File: src/rtl/fifo_wr_arbiter_pkg.sv
// rtl/fifo_wr_arbiter_pkg.sv - shared types and helpers for the FIFO write arbiter
package fifo_arb_pkg;

  typedef enum logic {
    IDLE  = 1'b0,
    BURST = 1'b1
  } arb_state_t;

  // Modulo increment of a round-robin pointer over num entries.
  function automatic int rr_next(input int ptr, input int num);
    return (ptr + 1 >= num) ? 0 : ptr + 1;
  endfunction

endpackage

File: src/rtl/fifo_wr_arbiter_if.sv
// rtl/fifo_wr_arbiter_if.sv - producer handshake and FIFO write-port bundle
interface fifo_wr_arbiter_if #(
  parameter int NUM_REQ    = 4,
  parameter int DATA_WIDTH = 32
);
  logic [NUM_REQ-1:0]            req_valid;
  logic [NUM_REQ-1:0]            req_last;
  logic [NUM_REQ*DATA_WIDTH-1:0] req_data;
  logic [NUM_REQ-1:0]            req_ready;
  logic                          full;
  logic                          half_full;
  logic                          wr_en;
  logic [DATA_WIDTH-1:0]         wr_data;

  modport master (
    input  req_valid, req_last, req_data, full, half_full,
    output req_ready, wr_en, wr_data
  );

  modport slave (
    output req_valid, req_last, req_data, full, half_full,
    input  req_ready, wr_en, wr_data
  );
endinterface

File: src/rtl/fifo_wr_arbiter_rr_picker.sv
// rtl/fifo_wr_arbiter_rr_picker.sv - first valid requester at or after the pointer, with wrap
module rr_picker #(
  parameter int NUM_REQ = 4,
  parameter int GNT_W   = $clog2(NUM_REQ)
) (
  input  logic [NUM_REQ-1:0] req_valid,
  input  logic [GNT_W-1:0]   rr_ptr,
  output logic               pick_valid,
  output logic [GNT_W-1:0]   pick_id
);

  int j;

  // Scan from the farthest offset down so the nearest valid one wins last.
  always_comb begin
    pick_valid = 1'b0;
    pick_id    = '0;
    j          = 0;
    for (int i = NUM_REQ - 1; i >= 0; i--) begin
      j = int'(rr_ptr) + i;
      if (j >= NUM_REQ) j = j - NUM_REQ;
      if (req_valid[GNT_W'(j)]) begin
        pick_valid = 1'b1;
        pick_id    = GNT_W'(j);
      end
    end
  end

endmodule

File: src/rtl/fifo_wr_arbiter.sv
// rtl/fifo_wr_arbiter.sv - round-robin burst arbiter sharing one FIFO write port
module fifo_wr_arbiter
  import fifo_arb_pkg::*;
#(
  parameter int NUM_REQ    = 4,
  parameter int DATA_WIDTH = 32,
  parameter int MAX_BURST  = 16,
  parameter int GNT_W      = $clog2(NUM_REQ),
  parameter int BCNT_W     = $clog2(MAX_BURST)
) (
  input  logic                 wr_clk,
  input  logic                 wr_rst_n,
  fifo_wr_arbiter_if.master    bus,
  output logic [GNT_W-1:0]     grant_id,
  output logic                 busy,
  output logic                 throttled
);

  localparam int CW = BCNT_W + 1;

  arb_state_t       state, state_n;
  logic [GNT_W-1:0] rr_ptr;
  logic [GNT_W-1:0] pick_id;
  logic             pick_valid;
  logic [CW-1:0]    bcnt;
  logic [CW-1:0]    cap;
  logic             accept;
  logic             burst_end;
  logic             grant_load;

  rr_picker #(
    .NUM_REQ (NUM_REQ),
    .GNT_W   (GNT_W)
  ) u_picker (
    .req_valid  (bus.req_valid),
    .rr_ptr     (rr_ptr),
    .pick_valid (pick_valid),
    .pick_id    (pick_id)
  );

  assign cap  = throttled ? CW'(MAX_BURST / 2) : CW'(MAX_BURST);
  assign busy = (state == BURST);

  always_ff @(posedge wr_clk or negedge wr_rst_n) begin
    if (!wr_rst_n) state <= IDLE;
    else           state <= state_n;
  end

  always_comb begin
    state_n       = state;
    grant_load    = 1'b0;
    burst_end     = 1'b0;
    accept        = 1'b0;
    bus.req_ready = '0;
    bus.wr_en     = 1'b0;
    bus.wr_data   = '0;
    case (state)
      IDLE: begin
        if (pick_valid && !bus.full) begin
          grant_load = 1'b1;
          state_n    = BURST;
        end
      end
      BURST: begin
        bus.req_ready[grant_id] = !bus.full;
        accept      = bus.req_valid[grant_id] && !bus.full;
        bus.wr_en   = accept;
        bus.wr_data = bus.req_data[grant_id*DATA_WIDTH +: DATA_WIDTH];
        // Without an accept and with full low, the granted producer left a gap.
        if (accept) burst_end = bus.req_last[grant_id] || (bcnt + 1'b1 == cap);
        else        burst_end = !bus.full;
        if (burst_end) state_n = IDLE;
      end
      default: state_n = IDLE;
    endcase
  end

  always_ff @(posedge wr_clk or negedge wr_rst_n) begin
    if (!wr_rst_n) begin
      rr_ptr    <= '0;
      grant_id  <= '0;
      bcnt      <= '0;
      throttled <= 1'b0;
    end else begin
      if (grant_load) begin
        grant_id  <= pick_id;
        bcnt      <= '0;
        throttled <= bus.half_full;
      end else if (accept) begin
        bcnt <= bcnt + 1'b1;
      end
      if (burst_end) rr_ptr <= GNT_W'(rr_next(int'(grant_id), NUM_REQ));
    end
  end

endmodule

File: src/flat_wrapper.sv
// flat-port wrapper written by rule: the top's interface ports become plain ports
module fifo_wr_arbiter_flat import fifo_arb_pkg::*;
#(
  parameter int NUM_REQ    = 4,
  parameter int DATA_WIDTH = 32,
  parameter int MAX_BURST  = 16,
  parameter int GNT_W      = $clog2(NUM_REQ),
  parameter int BCNT_W     = $clog2(MAX_BURST)
)
  (wr_clk, wr_rst_n, grant_id, busy, throttled, bus_req_valid, bus_req_last, bus_req_data, bus_full, bus_half_full, bus_req_ready, bus_wr_en, bus_wr_data);
  fifo_wr_arbiter_if #(.NUM_REQ(NUM_REQ), .DATA_WIDTH(DATA_WIDTH)) bus_i ();
  input  logic wr_clk;
  input  logic wr_rst_n;
  output logic [GNT_W-1:0] grant_id;
  output logic busy;
  output logic throttled;
  input wire logic [$bits(bus_i.req_valid)-1:0] bus_req_valid;
  input wire logic [$bits(bus_i.req_last)-1:0] bus_req_last;
  input wire logic [$bits(bus_i.req_data)-1:0] bus_req_data;
  input wire logic [$bits(bus_i.full)-1:0] bus_full;
  input wire logic [$bits(bus_i.half_full)-1:0] bus_half_full;
  output wire logic [$bits(bus_i.req_ready)-1:0] bus_req_ready;
  output wire logic [$bits(bus_i.wr_en)-1:0] bus_wr_en;
  output wire logic [$bits(bus_i.wr_data)-1:0] bus_wr_data;
  assign bus_i.req_valid = bus_req_valid;
  assign bus_i.req_last = bus_req_last;
  assign bus_i.req_data = bus_req_data;
  assign bus_i.full = bus_full;
  assign bus_i.half_full = bus_half_full;
  assign bus_req_ready = bus_i.req_ready;
  assign bus_wr_en = bus_i.wr_en;
  assign bus_wr_data = bus_i.wr_data;
  fifo_wr_arbiter #(.NUM_REQ(NUM_REQ), .DATA_WIDTH(DATA_WIDTH), .MAX_BURST(MAX_BURST), .GNT_W(GNT_W), .BCNT_W(BCNT_W)) u_core (.wr_clk(wr_clk), .wr_rst_n(wr_rst_n), .bus(bus_i), .grant_id(grant_id), .busy(busy), .throttled(throttled));
endmodule
File: config.mk
export PLATFORM = sky130hd
export DESIGN_NAME = fifo_wr_arbiter_flat
export DESIGN_NICKNAME = d
export VERILOG_FILES = /design/src/rtl/fifo_wr_arbiter_pkg.sv /design/src/rtl/fifo_wr_arbiter_if.sv /design/src/rtl/fifo_wr_arbiter_rr_picker.sv /design/src/rtl/fifo_wr_arbiter.sv /design/src/flat_wrapper.sv
export SDC_FILE = /design/constraint.sdc
export NUM_CORES = 1
export LEC_CHECK = 0
export CAP_MARGIN = 20
export CORE_MARGIN = 2
export CORE_UTILIZATION = 32
export DETAILED_ROUTE_END_ITERATION = 6
export PLACE_DENSITY = 0.86
export SYNTH_ARGS = -nofsm -noshare
export SYNTH_HDL_FRONTEND = slang
export SYNTH_SLANG_ARGS = --single-unit
File: constraint.sdc
create_clock -name wr_clk -period 3.6 [get_ports wr_clk]
set_input_delay 0.9 -clock wr_clk [delete_from_list [all_inputs] [get_ports wr_clk]]
set_output_delay 0.9 -clock wr_clk [all_outputs]
set_load 0.02 [all_outputs]
==> results.txt <==
The run finished with clean final reports. The final sum of negative setup slack is 0 ns. The global routing usage summed across all routing layers came out at 22.9%. The filler cell count came out at 420. The DRC marker count from the first detailed-route iteration is 39. The clock insertion delay at the later pin of the skew report is 0.24 ns. The gate count of the mapped netlist came out at 162. In this run the deepest clock path goes through 2 buffers. Synthesis inferred 11 register bits. The worst hold path belongs to the class register to register.

For this run, the top clock speed supported by timing is 0.289 GHz. The internal power came out at 0.00127 W. The multi-input combinational cell area came out at 0.00142 mm². The largest individual stage delay along the critical path comes from the cell sky130_fd_sc_hd__clkdlybuf4s50_1. The top flip-flop cell by instance count after synthesis is sky130_fd_sc_hd__dfrtp_1. In this run the tightest slew margin relative to its limit is 66.5%. The critical path contains buffers and inverters numbering 2 combined.

For this design the top-level I/O count stands at 181. The final hold violation count is 0. The post-synthesis instance area is 0.00177 mm². The area fraction of the dominant cell type after synthesis came out at 43.2%. The fraction of synthesis flops using an asynchronous set or reset pin is 100%. The count of final max-slew check failures is 0.

In this run, post-CTS hold repair placed 0 buffers. The sequential element share of the synthesized area came out at 15.5%. The worst voltage drop across the vdd grid came out at 468 µV. The endpoint kind of the worst setup timing path is a primary output.

For this run, the post-layout net count is 486. The number of distinct library cell variants in the gate-level netlist after synthesis is 34. The area of the die came out at 0.00615 mm². The number of H-tree levels is 1. The core region is 0.00544 mm². In this design, the critical path's most frequently occurring cell is sky130_fd_sc_hd__clkdlybuf4s50_1. The average cell area after synthesis came out at 10.9 µm². The footprint of the flip-flops and latches came out at 277 µm². The number of buffers inserted to repair setup after CTS came out at 0. Entering global routing, the biggest net connects 41 pins. STA puts the critical path data required time at 2.70 ns. The placed cell count came out at 408. The combinational family with the most area after synthesis is multiplexers.

The number of sinks handled by clock tree synthesis came out at 11. The total power after layout came out at 0.00220 W. Once detail routing completed, the nets flagged for antenna violations numbered 0.

The power per standard cell area came out at 589 mW/mm². The relative contribution of combinational cells to total power came out at 84.9%. The overall die height came out at 78.4 µm. The final antenna diode count came out at 0. The compound-gate portion of the synthesized area came out at 5.16%. The via count is 2075. The routability-driven placement congestion ratio came out at 0.818. The net switching component of the power is 0.000930 W. The share of total power in the clock network came out at 5.7%.

The worst setup path is launched from an input pin. The number of buffers added on ports came out at 180. The data arrival time of the critical path came out at 2.56 ns. The critical path class is input pin to primary output. For the pin with the worst max-slew slack, the measured transition is 0.497 ns. The clock period could shrink to 3.46 ns. The standby leakage power is 1.44 nW. The number of synthesis warnings is 0. After detailed routing, the total wire length is 7.36 mm. The aggregate global routing overflow came out at 0. After synthesis, the cell types taking the most area are sky130_fd_sc_hd__mux4_2 (43%), sky130_fd_sc_hd__dfrtp_1 (16%), sky130_fd_sc_hd__and2_1 (13%). The first global-routing pass estimated 10.9 mm of wire.

The synthesized netlist devotes 1.48% of its cell area to XOR and XNOR gates. The worst-path maximum fanout came out at 1. For this run, design rule violations remaining after detail routing come to 0. The largest clock skew in the final design is 0.00391 ns. The area added between synthesis and finish is 110%. The initial antenna violation count is 0. The number of max-cap violations came out at 0. The commonest cells after synthesis are sky130_fd_sc_hd__and2_1 (37), sky130_fd_sc_hd__mux4_2 (34), sky130_fd_sc_hd__nand2_1 (12). In this design, the stage delay of the slowest critical-path cell is 0.54 ns. Once detailed placement completed, the half-perimeter wirelength came to 6.02 mm. TritonCTS built the clock tree.

The cell type group with the largest total delay on the critical path is buffers and inverters. The via count of the first global-routing pass is 2146. The cell at the root of the clock tree is sky130_fd_sc_hd__clkbuf_8. The synthesized netlist devotes 3.53% of its cell area to adder and majority cells. The clock edge transition at the registers on the reported setup and hold paths came out at 0.05 ns. The cell type contributing the most total cell area after synthesis is sky130_fd_sc_hd__mux4_2.

The post-synthesis share of cell area spent on and, or, nand and nor gates came out at 22.7%. Setup violations remaining at the end of the flow were counted as 0. The number of clock buffers added by TritonCTS is 3. In this run switching power makes up 42.4% of total power. The proportion of synthesized area in mux cells is 47.2%. Setup repair after global routing left no endpoint under its margin.

The final period utilization came out at 96.2%. The effective utilization at floorplan came out at 32.6%. The number of synthesized flops with an enable pin is 0. The detailed-router iteration count before antenna repair is 4. The number of nets produced by synthesis came out at 307. The critical path goes through clkdlybuf4s50_1 > mux4_2 > and2_1 > clkdlybuf4s50_1. The average wire per cell in the routed design came out at 17.9 µm. The number of placement rows is 27.

In the post-synthesis netlist, the cell with the most instances is sky130_fd_sc_hd__and2_1. The tightest hold path in the finished design has a slack of 0.482 ns. The share of total power in sequential cells is 9.4%. In the final layout, the share of cells above drive strength 1 is 14.1%. The number of standard cells in the final layout excluding fillers is 412. After detailed routing, the number of vias per cell comes to 5.04. The overall die width came out at 78.4 µm.
==> power groups by stage <==
stage,Clock (W),Sequential [W],Combinational (W)
finish,0.000126,0.000207,0.00186
floorplan,0,0.000227,0.00111
global placement,0,0.000207,0.00185
detailed placement,0,0.000207,0.00187
CTS,0.000129,0.000206,0.00188
global route,0.000135,0.000213,0.00200
==> cell type report <==
class	count	area share (%)
Multi-Input combinational cell	133	38.1
Clock buffer	4	1.21
Sequential cell	11	7.42
Inverter	3	0.302
Timing Repair Buffer	189	50.6
Tap cell	72	2.42
==> state kept, by name, summed over array words and instances, names as in the netlist <==
| signal | flops |
|---|---|
| u_core.rr_ptr | 2 |
| u_core.throttled | 1 |
| u_core.grant_id | 2 |
| u_core.bcnt | 5 |
| u_core.busy | 1 |
==> placed cells by master, fill, tap and decap left out, types with 2 or more instances in the layout <==
| cell | n |
|---|---|
| sky130_fd_sc_hd__a21oi_1 | 4 |
| sky130_fd_sc_hd__buf_4 | 8 |
| sky130_fd_sc_hd__nor2_1 | 6 |
| sky130_fd_sc_hd__o21ai_0 | 3 |
| sky130_fd_sc_hd__clkdlybuf4s50_1 | 179 |
| sky130_fd_sc_hd__xnor2_1 | 2 |
| sky130_fd_sc_hd__nand4_1 | 4 |
| sky130_fd_sc_hd__and2_1 | 37 |
| sky130_fd_sc_hd__clkbuf_8 | 3 |
| sky130_fd_sc_hd__ha_1 | 5 |
| sky130_fd_sc_hd__nand2_1 | 12 |
| sky130_fd_sc_hd__or3_1 | 2 |
| sky130_fd_sc_hd__mux4_2 | 34 |
| sky130_fd_sc_hd__mux2i_1 | 7 |
| sky130_fd_sc_hd__inv_1 | 3 |
| sky130_fd_sc_hd__dfrtp_1 | 10 |
==> through the flow <==
| stage | util (%) | cell area, µm² | setup WS (ns) |
|---|---|---|---|
| 4_1_cts | 68.4 | 3720 | 0.0504 |
| 5_1_grt | 68.5 | 3720 | 0.0618 |
| 6_report | 68.5 | 3720 | 0.138 |
| 2_1_floorplan | - | 1770 | 0.961 |
| 3_5_place_dp | 67.6 | 3680 | 0.0637 |
| 3_3_place_gp | 67.6 | 3680 | 0.0899 |
==> logic make-up after synthesis <==
| group | Yosys count |
|---|---|
| xor+xnor | 3 |
| simple gates | 70 |
| buf+inv | 18 |
| flops | 11 |
| mux | 41 |
| compound gates | 14 |
| fa+ha+maj | 5 |
==> layer usage <==
metal | wire [µm] | vias up | GRT usage (%)
li1 | - | 975 | -
met1 | 2800 | 987 | 26.6
met2 | 3760 | 100 | 41.2
met3 | 679 | 13 | 6.67
met4 | 121 | 0 | 5.96
met5 | 0 | - | 0
==> path summary, 6_finish.rpt <==
check                                   start                  to  slack (ns)  cells past startpoint
min reg2reg                    u_core.bcnt[4]      u_core.bcnt[4]        0.48                      1
max reg2reg                u_core.grant_id[0]    u_core.rr_ptr[0]        1.58                      5
min                            u_core.bcnt[4]      u_core.bcnt[4]        0.48                      1
max in group asynchronous            wr_rst_n  u_core.grant_id[0]        2.25                      1
max                          bus_req_data[23]     bus_wr_data[23]        0.14                      4
min in group asynchronous            wr_rst_n    u_core.rr_ptr[0]        0.99                      1
==> what timing repair did <==
action	4_1_cts	5_1_grt
endpoints found under the hold margin	0	0
gates resized for setup	0	1
endpoints found under the setup margin	0	1
==> worst reg2reg max path, delay by kind of cell (launching register included) <==
family	cells	cell delay [ns]
simple gates	2	0.55
mux	2	0.72
buf+inv	1	0.27
flops	1	0.37
Power figures use the tool's default switching activity.
